`src/rtl/sprite_row_renderer_if.sv`:
```
// ---------------------------------------------------------------------------
// sprite_row_renderer_if
//   ROM bus between the sprite row renderer and its synchronous bitmap ROM.
//
//   rom_addr : sprite row address, driven by the renderer (registered)
//   rom_data : row bits returned by the ROM one clk after rom_addr changes,
//              MSB is the leftmost pixel
//
//   master : renderer side (drives rom_addr, reads rom_data)
//   slave  : ROM side      (reads rom_addr, drives rom_data)
// ---------------------------------------------------------------------------
interface sprite_row_renderer_if #(
    parameter int ROW_BITS = 4,
    parameter int SPRITE_W = 8
);
    logic [ROW_BITS-1:0] rom_addr;
    logic [SPRITE_W-1:0] rom_data;

    modport master (
        output rom_addr,
        input  rom_data
    );

    modport slave (
        input  rom_addr,
        output rom_data
    );
endinterface

```
`src/rtl/sprite_row_renderer.sv`:
```
// ---------------------------------------------------------------------------
// sprite_row_renderer
//   Draws one 1-bit sprite (SPRITE_W wide, 2^ROW_BITS lines tall) at a
//   programmable (sprite_x, sprite_y) on top of the sync generator's beam.
//   In each line's horizontal blank the row needed for the NEXT line is
//   fetched from an external synchronous ROM, then shifted out MSB first on
//   gfx when the beam reaches sprite_x. gfx lags the beam by one clock, so
//   pixel k is on gfx while hpos == sprite_x + 1 + k.
//
// Ports
//   clk        : pixel clock (shared with the sync generator)
//   reset      : asynchronous, active-high
//   hpos, vpos : beam position
//   display_on : visible-area flag; pixels emitted outside it read as 0
//   enable     : sprite enable, sampled at the fetch point only
//   sprite_x   : left column, sampled while waiting to draw
//   sprite_y   : top line, sampled at the fetch point only
//   rom        : ROM bus (master side), rom_addr registered
//   gfx        : sprite pixel (registered)
//   busy       : high whenever the FSM is not idle
//
// States
//   state   | meaning
//   --------+-----------------------------------------------------------
//   IDLE    | nothing pending; waiting for a fetch point with row in range
//   FETCH   | rom_addr just loaded; ROM needs one clk to respond
//   LATCH   | rom_data valid; captured into the shift register
//   WAIT_H  | row held; waiting for hpos == sprite_x on the next line
//   DRAW    | shifting the row out on gfx, one pixel per clk
// ---------------------------------------------------------------------------
module sprite_row_renderer #(
    parameter int H_DISPLAY = 256,
    parameter int V_MAX     = 261,
    parameter int SPRITE_W  = 8,
    parameter int ROW_BITS  = 4
) (
    input  logic                   clk,
    input  logic                   reset,
    input  logic [8:0]             hpos,
    input  logic [8:0]             vpos,
    input  logic                   display_on,
    input  logic                   enable,
    input  logic [8:0]             sprite_x,
    input  logic [8:0]             sprite_y,
    sprite_row_renderer_if.master  rom,
    output logic                   gfx,
    output logic                   busy
);

    localparam int                CNT_W    = $clog2(SPRITE_W + 1);
    localparam logic [8:0]        H_FETCH  = 9'(H_DISPLAY);
    localparam logic [8:0]        V_LAST   = 9'(V_MAX);
    localparam logic [9:0]        ROWS     = 10'(1 << ROW_BITS);
    localparam logic [CNT_W-1:0]  CNT_LAST = CNT_W'(SPRITE_W);

    typedef enum logic [2:0] {
        S_IDLE,
        S_FETCH,
        S_LATCH,
        S_WAIT_H,
        S_DRAW
    } state_t;

    state_t state;
    state_t state_nxt;

    logic [ROW_BITS-1:0] rom_addr_q;
    logic [SPRITE_W-1:0] shift_q;
    logic [CNT_W-1:0]    count_q;
    logic                gfx_q;

    logic [8:0] next_v;
    logic [9:0] row;
    logic       in_range;
    logic       fetch_pt;
    logic       fetch_go;
    logic       draw_go;
    logic       draw_end;

    logic       ld_addr;
    logic       ld_shift;
    logic       pix_start;
    logic       pix_next;
    logic       gfx_clr;

    // Row selection is for the line after the current one, wrapping at V_MAX.
    // The 10-bit difference makes lines above sprite_y land far out of range
    // instead of aliasing onto a valid row.
    assign next_v   = (vpos == V_LAST) ? 9'd0 : vpos + 9'd1;
    assign row      = {1'b0, next_v} - {1'b0, sprite_y};
    assign in_range = row < ROWS;
    assign fetch_pt = (hpos == H_FETCH);
    assign fetch_go = fetch_pt && enable && in_range;
    // A sprite_x in the blank region never starts a draw; the next fetch
    // point retires the row instead.
    assign draw_go  = (hpos == sprite_x) && (sprite_x < H_FETCH);
    assign draw_end = (count_q == CNT_LAST);

    // -----------------------------------------------------------------
    // State register
    // -----------------------------------------------------------------
    always_ff @(posedge clk or posedge reset) begin
        if (reset) begin
            state <= S_IDLE;
        end else begin
            state <= state_nxt;
        end
    end

    // -----------------------------------------------------------------
    // Next-state logic
    // -----------------------------------------------------------------
    always_comb begin
        state_nxt = state;
        case (state)
            S_IDLE: begin
                if (fetch_go) begin
                    state_nxt = S_FETCH;
                end
            end
            S_FETCH: begin
                state_nxt = S_LATCH;
            end
            S_LATCH: begin
                state_nxt = S_WAIT_H;
            end
            S_WAIT_H: begin
                // The fetch point wins over a pending draw start.
                if (fetch_pt) begin
                    state_nxt = fetch_go ? S_FETCH : S_IDLE;
                end else if (draw_go) begin
                    state_nxt = S_DRAW;
                end
            end
            S_DRAW: begin
                // A row clipped at the right edge is cut short here.
                if (fetch_pt) begin
                    state_nxt = fetch_go ? S_FETCH : S_IDLE;
                end else if (draw_end) begin
                    state_nxt = S_IDLE;
                end
            end
            default: begin
                state_nxt = S_IDLE;
            end
        endcase
    end

    // -----------------------------------------------------------------
    // Output / datapath control decode
    // -----------------------------------------------------------------
    always_comb begin
        ld_addr   = 1'b0;
        ld_shift  = 1'b0;
        pix_start = 1'b0;
        pix_next  = 1'b0;
        gfx_clr   = 1'b0;
        busy      = (state != S_IDLE);
        case (state)
            S_IDLE: begin
                ld_addr = fetch_go;
            end
            S_FETCH: begin
            end
            S_LATCH: begin
                ld_shift = 1'b1;
            end
            S_WAIT_H: begin
                if (fetch_pt) begin
                    gfx_clr = 1'b1;
                    ld_addr = fetch_go;
                end else if (draw_go) begin
                    pix_start = 1'b1;
                end
            end
            S_DRAW: begin
                if (fetch_pt) begin
                    gfx_clr = 1'b1;
                    ld_addr = fetch_go;
                end else if (draw_end) begin
                    gfx_clr = 1'b1;
                end else begin
                    pix_next = 1'b1;
                end
            end
            default: begin
                gfx_clr = 1'b1;
            end
        endcase
    end

    // -----------------------------------------------------------------
    // Datapath registers
    // -----------------------------------------------------------------
    always_ff @(posedge clk or posedge reset) begin
        if (reset) begin
            rom_addr_q <= '0;
            shift_q    <= '0;
            count_q    <= '0;
            gfx_q      <= 1'b0;
        end else begin
            if (ld_addr) begin
                rom_addr_q <= row[ROW_BITS-1:0];
            end

            if (ld_shift) begin
                shift_q <= rom.rom_data;
            end else if (pix_start || pix_next) begin
                shift_q <= {shift_q[SPRITE_W-2:0], 1'b0};
            end

            if (pix_start) begin
                count_q <= CNT_W'(1);
            end else if (pix_next) begin
                count_q <= count_q + CNT_W'(1);
            end

            // Clipped pixels are dropped, never postponed.
            if (pix_start || pix_next) begin
                gfx_q <= shift_q[SPRITE_W-1] & display_on;
            end else if (gfx_clr) begin
                gfx_q <= 1'b0;
            end
        end
    end

    assign rom.rom_addr = rom_addr_q;
    assign gfx          = gfx_q;

endmodule
```
`src/flat_wrapper.sv`:
```
// flat-port wrapper written by rule: the top's interface ports become plain ports
module sprite_row_renderer_flat 
#(
    parameter int H_DISPLAY = 256,
    parameter int V_MAX     = 261,
    parameter int SPRITE_W  = 8,
    parameter int ROW_BITS  = 4
)
  (clk, reset, hpos, vpos, display_on, enable, sprite_x, sprite_y, gfx, busy, rom_rom_addr, rom_rom_data);
  sprite_row_renderer_if #(.ROW_BITS(ROW_BITS), .SPRITE_W(SPRITE_W)) rom_i ();
  input  logic clk;
  input  logic reset;
  input  logic [8:0] hpos;
  input  logic [8:0] vpos;
  input  logic display_on;
  input  logic enable;
  input  logic [8:0] sprite_x;
  input  logic [8:0] sprite_y;
  output logic gfx;
  output logic busy;
  output wire logic [$bits(rom_i.rom_addr)-1:0] rom_rom_addr;
  input wire logic [$bits(rom_i.rom_data)-1:0] rom_rom_data;
  assign rom_rom_addr = rom_i.rom_addr;
  assign rom_i.rom_data = rom_rom_data;
  sprite_row_renderer #(.H_DISPLAY(H_DISPLAY), .V_MAX(V_MAX), .SPRITE_W(SPRITE_W), .ROW_BITS(ROW_BITS)) u_core (.clk(clk), .reset(reset), .hpos(hpos), .vpos(vpos), .display_on(display_on), .enable(enable), .sprite_x(sprite_x), .sprite_y(sprite_y), .rom(rom_i), .gfx(gfx), .busy(busy));
endmodule
```
`config.mk`:
```
export PLATFORM = sky130hd
export DESIGN_NAME = sprite_row_renderer_flat
export DESIGN_NICKNAME = d
export VERILOG_FILES = /design/src/rtl/sprite_row_renderer_if.sv /design/src/rtl/sprite_row_renderer.sv /design/src/flat_wrapper.sv
export SDC_FILE = /design/constraint.sdc
export NUM_CORES = 1
export LEC_CHECK = 0
export ABC_AREA = 1
export ABC_CLOCK_PERIOD_IN_PS = 1300
export CORE_MARGIN = 4
export CORE_UTILIZATION = 40
export CTS_CLUSTER_SIZE = 20
export DETAILED_ROUTE_END_ITERATION = 6
export PLACE_DENSITY = 0.79
export SYNTH_ARGS = -nofsm -noshare
export SYNTH_HDL_FRONTEND = slang
export SYNTH_SLANG_ARGS = --single-unit
```
`constraint.sdc`:
```
create_clock -name clk -period 1.3 [get_ports clk]
set_input_delay 0.325 -clock clk [delete_from_list [all_inputs] [get_ports clk]]
set_output_delay 0.325 -clock clk [all_outputs]
set_load 0.03 [all_outputs]
```
Word-level counts from Yosys, hierarchy flattened
Index checks and enable logic that the tools add are counted.

$add $sub $neg: 3. $lt $le $gt $ge: 2. Eq/ne operators: 11. Mux-type cells: 27. Bitwise gates (word level): 1. Reduce and logical (&&, ||, !) cells: 12.

Operator list (count): == test 9 bit (second input constant) (2); two-way mux 8 bit (2); two-way mux 3 bit (5); one-hot mux 3 bit (5 select lines) (1); two-way mux 1 bit (14); less-than comparator 10 x 5 -> 1 bit (second input constant) (1); subtractor 9 x 9 -> 10 bit (1); adder 9 x 1 -> 9 bit (second input constant) (1); == test 9 bit (1); less-than comparator 9 bit (second input constant) (1); two-way mux 9 bit (1); two-way mux 4 bit (2); == test 3 x 2 -> 1 bit (second input constant) (2); != test 3 x 1 -> 1 bit (second input constant) (2); nonzero test 2 bit (3); adder 4 x 1 -> 4 bit (second input constant) (1); == test 4 bit (second input constant) (1); == test 3 x 1 -> 1 bit (second input constant) (1); == test 3 bit (second input constant) (1); logical AND 1 bit (3); logical NOT 3 bit (1); one-hot mux 1 bit (3 select lines) (1); AND reduction 3 bit (1); nonzero test 3 bit (1); other kinds (6) (6).

Bits in registers: 20. Input port bits: 48. Word-level logic and storage cells: 61.

Longest topological paths before layout
Gate-level depths: netlist (run 1).

Depth after elaboration: 8. Depth in mapped cells: 21. Mapped depth without buffers: 21.

Least setup slack after synthesis (run 1)
No wires, ideal clock.

Kind: input -> register. Start: input port vpos[2]. End: register u_core.rom_addr_q[0] (netlist: u_core.rom.rom_addr[0]). Data arrival time: 2.353 ns. Setup slack: -1.179 ns. Stages: 20. Buffers on the path: 0. Cell sequence: inv_1 > nor3_1 > inv_1 > nor2_1 > inv_1 > nor3_1 > nand2_1 > xor2_1 > inv_1 > ha_1 > nand2_1 > inv_1 > a21oi_1 > nand2_1 > nand2_1 > nand3_1 > nor2_2 > o211ai_4 > nand2_1 > o21ai_1.

Cells in the longest elaborated chain, start to end: 7.

RTL lines: start: declaration (RTL line flat_wrapper.sv:14) `input logic [8:0] vpos;`; adder 9 x 1 -> 9 bit / == test 9 bit (equally long branches) (RTL line sprite_row_renderer.sv:89) `assign next_v = (vpos == V_LAST) ? 9'd0 : vpos + 9'd1;`; two-way mux 9 bit * (RTL line sprite_row_renderer.sv:89); subtractor 9 x 9 -> 10 bit * (RTL line sprite_row_renderer.sv:90) `assign row = {1'b0, next_v} - {1'b0, sprite_y};`; less-than comparator 10 x 5 -> 1 bit (RTL line sprite_row_renderer.sv:91) `assign in_range = row < ROWS;`; logical AND 1 bit (RTL line sprite_row_renderer.sv:93) `assign fetch_go = fetch_pt && enable && in_range;`; two-way mux 1 bit (RTL line sprite_row_renderer.sv:169, sprite_row_renderer.sv:177); one-hot mux 1 bit (2 select lines) (RTL line sprite_row_renderer.sv:159) `case (state)`; end signal: assignment (RTL line sprite_row_renderer.sv:203) `rom_addr_q <= row[ROW_BITS-1:0];`; end: declaration (RTL line sprite_row_renderer.sv:67) `logic [ROW_BITS-1:0] rom_addr_q;`.

Mark *: on every way between the ends. The rest lies on a longest branch, timed or not. A chain may end at the register's enable or synchronous reset.

Worst setup path in the final report (run 1)
Start: input port vpos[0]. End: register u_core.rom_addr_q[2] (netlist: u_core.rom.rom_addr[2]).

Same word-level chain as after synthesis.

==> results of run 1 <==
power breakdown:
part           internal (mW)  total, mW  switching (mW)
Combinational           1.00       2.25            1.24
Clock                  0.412      0.649           0.237
Sequential             0.773      0.883           0.110
Total                   2.19       3.78            1.59
state kept, by name, indices dropped and copies added, names as in the netlist:
register,flops
u_core.shift_q,8
u_core.count_q,4
u_core.rom.rom_addr,4
u_core.state,3
u_core.gfx,1
cells in the mapped netlist, drive strengths merged:
| cell type | count | share of area |
|---|---|---|
| nand4 | 3 | 0.013 |
| xor2 | 9 | 0.040 |
| fa | 1 | 0.010 |
| nand2 | 95 | 0.18 |
| o22ai | 2 | 0.0064 |
| nand3 | 20 | 0.059 |
| nor4 | 1 | 0.0032 |
| o211a | 1 | 0.0051 |
| nand3b | 1 | 0.0039 |
| o211ai | 1 | 0.011 |
| ha | 14 | 0.090 |
| xnor2 | 1 | 0.0045 |
| clkinv | 1 | 0.0019 |
| o21ai | 11 | 0.028 |
| a21oi | 14 | 0.036 |
| or2 | 3 | 0.011 |
| nor2 | 34 | 0.087 |
| nor3 | 7 | 0.021 |
| a21boi | 1 | 0.0058 |
| dfrtp | 20 | 0.26 |
| inv | 59 | 0.11 |
| buf | 2 | 0.0083 |
layer usage:
layer | share of wire | track usage | up-vias
li1 | - | - | 1179
met1 | 0.37 | 0.2115 | 1049
met2 | 0.56 | 0.4110 | 71
met3 | 0.037 | 0.03016 | 22
met4 | 0.035 | 0.09253 | 0
met5 | 0 | 0 | -
final cells by class:
type / count / share of cell area
tap: 67 / 0.02393
clock buffer: 3 / 0.01179
clock inverter: 1 / 0.008571
multi-input combinational: 219 / 0.4543
inverter: 60 / 0.06786
sequential: 20 / 0.1432
timing repair buffer: 118 / 0.2904
repair_timing:
action,in CTS,in global routing
hold endpoints to repair,0,0
buffers inserted,19,8
pin swaps,40,54
hold buffers,0,0
gates resized for setup,119,43
endpoints found under the setup margin,21,21
through the flow:
stage,TNS [ns],power [mW],setup WS (ns)
detailed placement,-18.65,2.572,-1.912
finish,-8.534,3.778,-1.098
CTS,-7.280,3.429,-1.129
global route,-10.36,4.012,-1.265
floorplan,-5.538,1.891,-0.9851
global placement,-17.75,2.506,-1.838
cell families after synthesis:
group,count (synthesis),share of synthesized area
XOR/XNOR,10,0.04493
AO/OA/AOI/OAI,30,0.09242
AND/OR/NAND/NOR,164,0.3819
buffers and inverters,62,0.1239
flip-flops,20,0.2567
adder cells (fa/ha/maj),15,0.1001
final timing paths:
check / from / endpoint / cells past startpoint
setup reg to reg: u_core.state[0] / u_core.rom.rom_addr[2] / 9
setup / recovery: vpos[0] / u_core.rom.rom_addr[2] / 18
min in group clk: vpos[0] / u_core.rom.rom_addr[0] / 5
hold / removal: reset / u_core.shift_q[4] / 3
max in group asynchronous: reset / u_core.state[2] / 3
hold reg to reg: u_core.rom.rom_addr[1] / u_core.rom.rom_addr[1] / 2
critical path: stages:
cell	delay, ns
buf_8	0.09
inv_4	0.04
nor3_2	0.18
inv_1	0.10
buf_4	0.14
buf_4	0.12
a21oi_1	0.19
ha_1	0.28
a21oi_2	0.19
nand2_2	0.10
nand2_1	0.06
nand2_1	0.05
nor2_2	0.13
nand3_2	0.11
nor2_4	0.16
o211ai_4	0.13
nand2_1	0.08
o21ai_1	0.07
==> metrics, run 1 <==
Mapped Cells 301; 1st-pass router iterations 4; clock slew at reported path FFs 0.08 ns; Num CTS Buffers 3; CORE AREA 4723 um2; failing checks setup timing; Post-Syn Nets 364; Max-Slew Margin vs Limit 0.8197; starting density of the core 0.4127; Placed Area 2992 um2; # diodes 0; Seq. cell area 501.7 um2; io pins 54; Period Utilization, post-route 1.844; DIE HEIGHT 77.81 um; Hold Path Class in2async; commonest non-fill, non-tap cell in the layout nand2_1; #FFs+latches synth 20; die width 77.81 um; Yosys cell types 32; DR vias 2321; Clock Sink Count 20; Placer Congestion 0.7822; placed cells 459; syn avg cell area 6.476 um2; Worst EP required 1.45 ns; P&R area growth vs syn 79.72%; Period minus WS final 2.398 ns; Rows 25; CP endpoint kind flop; drt wl/cell 13.86 um; grt ovf 0; Post-DP HPWL 4.215 mm; layout cell share with drive strength beyond 1 0.4584; H-tree depth 1; PD cells 1078 nW/um2; Die ar. 6054 um2; 1st-iter DRT viols 106; Final Hold Vio Count 0; Least-Margin Pin Slew 0.2705 ns; initial antenna violation count 0; commonest non-fill, non-tap cells in the layout nand2_1 (74), buf_4 (61), inv_1 (39), clkdlybuf4s50_1 (20), dfrtp_1 (19); fin area 3503 um2; antenna viol nets, final 0; gr usage total 0.2082; final net count 485; Syn Std Cell Area 1949 um2; critical path class in2reg; skew final 0.002584 ns; Fin Hold WS 0.3733 ns; Setup crit start kind primary input; Fill cells 343; footprint of the multi-input gates 1592 um2; RSZ-0062 raised after global routing yes; YS warnings 0; non-filler cells, final 488; data arrival time of the critical path 2.55 ns; max-cap check violation count 0; vias in the first global route 2362; Root Driver clkbuf_8; endpoints failing setup 20; fmax 417.1 MHz; largest net degree at the start of global routing 21; VDD IR max 709.7 uV; I/O Buffers 53; outcome finished, violations left; Final WS setup -1.098 ns; crit-path max FO 8; Final Core Density 0.7417; reg2reg setup slack -0.34 ns; global-route wire length before repair 10.16 mm; final WL 6.764 mm; drt drc 0; Clk Latency, worst-skew pair 0.27 ns; Vias/cell 4.756; CTS max path bufs 2; CTS tree yes; Leak 1.808 nW; post-synthesis sequential area ratio 0.2567; Slew Limit Fails 0
Note: power is estimated with default switching activity, not from simulation.
==> run 2: changes to the inputs <==
Settings changed: CELL_PAD_IN_SITES_DETAIL_PLACEMENT set to 1, CELL_PAD_IN_SITES_GLOBAL_PLACEMENT set to 1, CORE_UTILIZATION 40 to 30, CTS_BUF_LIST set to sky130_fd_sc_hd__clkbuf_16, PLACE_DENSITY 0.79 to 0.85, SKIP_LAST_GASP set to 1.
==> metrics, run 2 (synthesized netlist as in run 1, its figures left out) <==
Placed Area 2997 um2; Placer Congestion 0.9139; NetSw 1.786 mW; fmax 368.6 MHz; CTS max path bufs 2; worst reg2reg path startpoint u_core.state[2]; reg2reg end u_core.rom.rom_addr[3]; Clock Sink Count 20; reg2reg setup slack -0.45 ns; CP endpoint u_core.rom.rom_addr[3]; commonest non-fill, non-tap cells in the layout nand2_1 (64), buf_4 (54), inv_1 (37), nand2_2 (24), clkdlybuf4s50_1 (20); Period minus WS final 2.713 ns; 1st-pass router iterations 4; commonest non-fill, non-tap cell in the layout nand2_1; 1st-iter DRT viols 66; I/O Buffers 53; Clk Latency, worst-skew pair 0.26 ns; Vias/cell 5.089; Leak 1.839 nW; Sequential Power Share 0.222; grt met3 use 0.02700; drt drc 0; Top reg by flops u_core.shift_q; Worst EP required 1.44 ns; data arrival time of the critical path 2.85 ns; largest net degree at the start of global routing 21; critical path class in2reg; Post-CTS Hold Fix Bufs 0; skew final 0.002066 ns; Slew Limit Fails 0; endpoints failing setup 21; H-tree depth 1; PD cells 1135 nW/um2; DIE HEIGHT 88.61 um; Final Core Density 0.5787; met1 Resource Use GR 0.2161; CP startpoint vpos[3]; CORE AREA 6314 um2; placed cells 468; Fin Hold WS 0.3928 ns; # diodes 0; Rows 29; Max-Slew Margin vs Limit 0.7845; switch share 0.4306; CTS tree yes; clock slew at reported path FFs 0.06 ns; Post-DP HPWL 5.320 mm; Final WS setup -1.413 ns; VDD IR max 717.8 uV; gr usage total 0.2141; setup TNS -10.94 ns; R2R depth 8; failing checks setup timing; drt wl/cell 19.32 um; met2 track utilization from global routing 0.4215; die width 88.61 um; Logic pwr share 0.569; Least-Margin Pin Slew 0.3199 ns; GR peak layer met2; Die ar. 7852 um2; io pins 54; final WL 9.601 mm; max reg flops 8; grt ovf 0; Period Utilization, post-route 2.087; starting density of the core 0.3088; Setup crit start kind primary input; Worst path slowest cell ha_1; total power 4.147 mW; Hold Path Class in2async; DR vias 2529; P&R area growth vs syn 87.42%; Root Driver clkbuf_16; initial antenna violation count 0; fin area 3654 um2; max-cap check violation count 0; Num CTS Buffers 3; CP cell instances clkdlybuf4s15_1 > inv_2 > buf_6 > nor3_4 > nand2_2 > nor3_4 > nand2_2 > o22ai_2 > a21oi_2 > ha_1 > inv_1 > buf_4 > nand2_1 > nand3_2 > nor2_4 > o211ai_4 > nand2_1 > o21ai_1; antenna viol nets, final 0; RSZ-0062 raised after global routing yes; Final Hold Vio Count 0; outcome finished, violations left; global-route wire length before repair 12.96 mm; vias in the first global route 2745; layout cell share with drive strength beyond 1 0.5214; CP endpoint kind flop; crit-path max FO 8; final net count 484; non-filler cells, final 497; P_int 2.361 mW; CP peak stage delay 0.32 ns; Placement Setup Slack -2.009 ns; Clock power frac 0.210
run 2: cell types whose count changed in the layout (fill, tap and decap cells not counted), moves of 3 or more:
cell,delta
nand2_1,-10
nand2_2,+8
buf_4,-7
buf_6,+6
buf_2,+3
clkbuf_16,+3
clkbuf_2,+3
clkbuf_8,-3
dlygate4sd2_1,-3
nand3_2,+3
nor2_1,-3
run 2: final cells by class:
type,instances,area (um2)
multi-input combinational,219,1707
timing repair buffer,117,1003
clock buffer,3,75.07
inverter,60,240.2
clock inverter,1,30.03
tap,77,96.34
fill,767,2660
sequential,20,501.7
run 2: layer usage:
metal  routed length [um]  up-vias
met5                    0        -
met4                  535        0
met3                  342       48
met2                 5503       94
met1                 3219     1219
li1                     -     1168
run 2: worst min-delay path by stage:
stage and to:
2_1_floorplan u_core.count_q[0], 3_3_place_gp u_core.shift_q[1], 3_5_place_dp u_core.shift_q[1], 4_1_cts u_core.shift_q[4], 5_1_grt u_core.shift_q[5], 6_report u_core.shift_q[5]
run 2: what timing repair did:
item                       in CTS  in global routing
gates resized for setup       141                 68
pin swaps                      55                 57
setup buffers                  16                  9
setup endpoints to repair      21                 21
run 2: power by group through the flow:
stage | clock, mW | combinational, mW | sequential [mW]
2_1_floorplan | 0 | 1.03 | 0.857
3_3_place_gp | 0 | 1.64 | 0.867
3_5_place_dp | 0 | 1.73 | 0.883
4_1_cts | 0.873 | 1.98 | 0.881
5_1_grt | 0.909 | 2.57 | 0.931
6_report | 0.869 | 2.36 | 0.919
run 2: worst max-delay path: cells and delay by family:
| kind | cells | cell delay (ns) |
|---|---|---|
| fa+ha+maj | 1 | 0.32 |
| simple gates | 8 | 1.16 |
| compound gates | 4 | 0.48 |
| buf+inv | 5 | 0.57 |
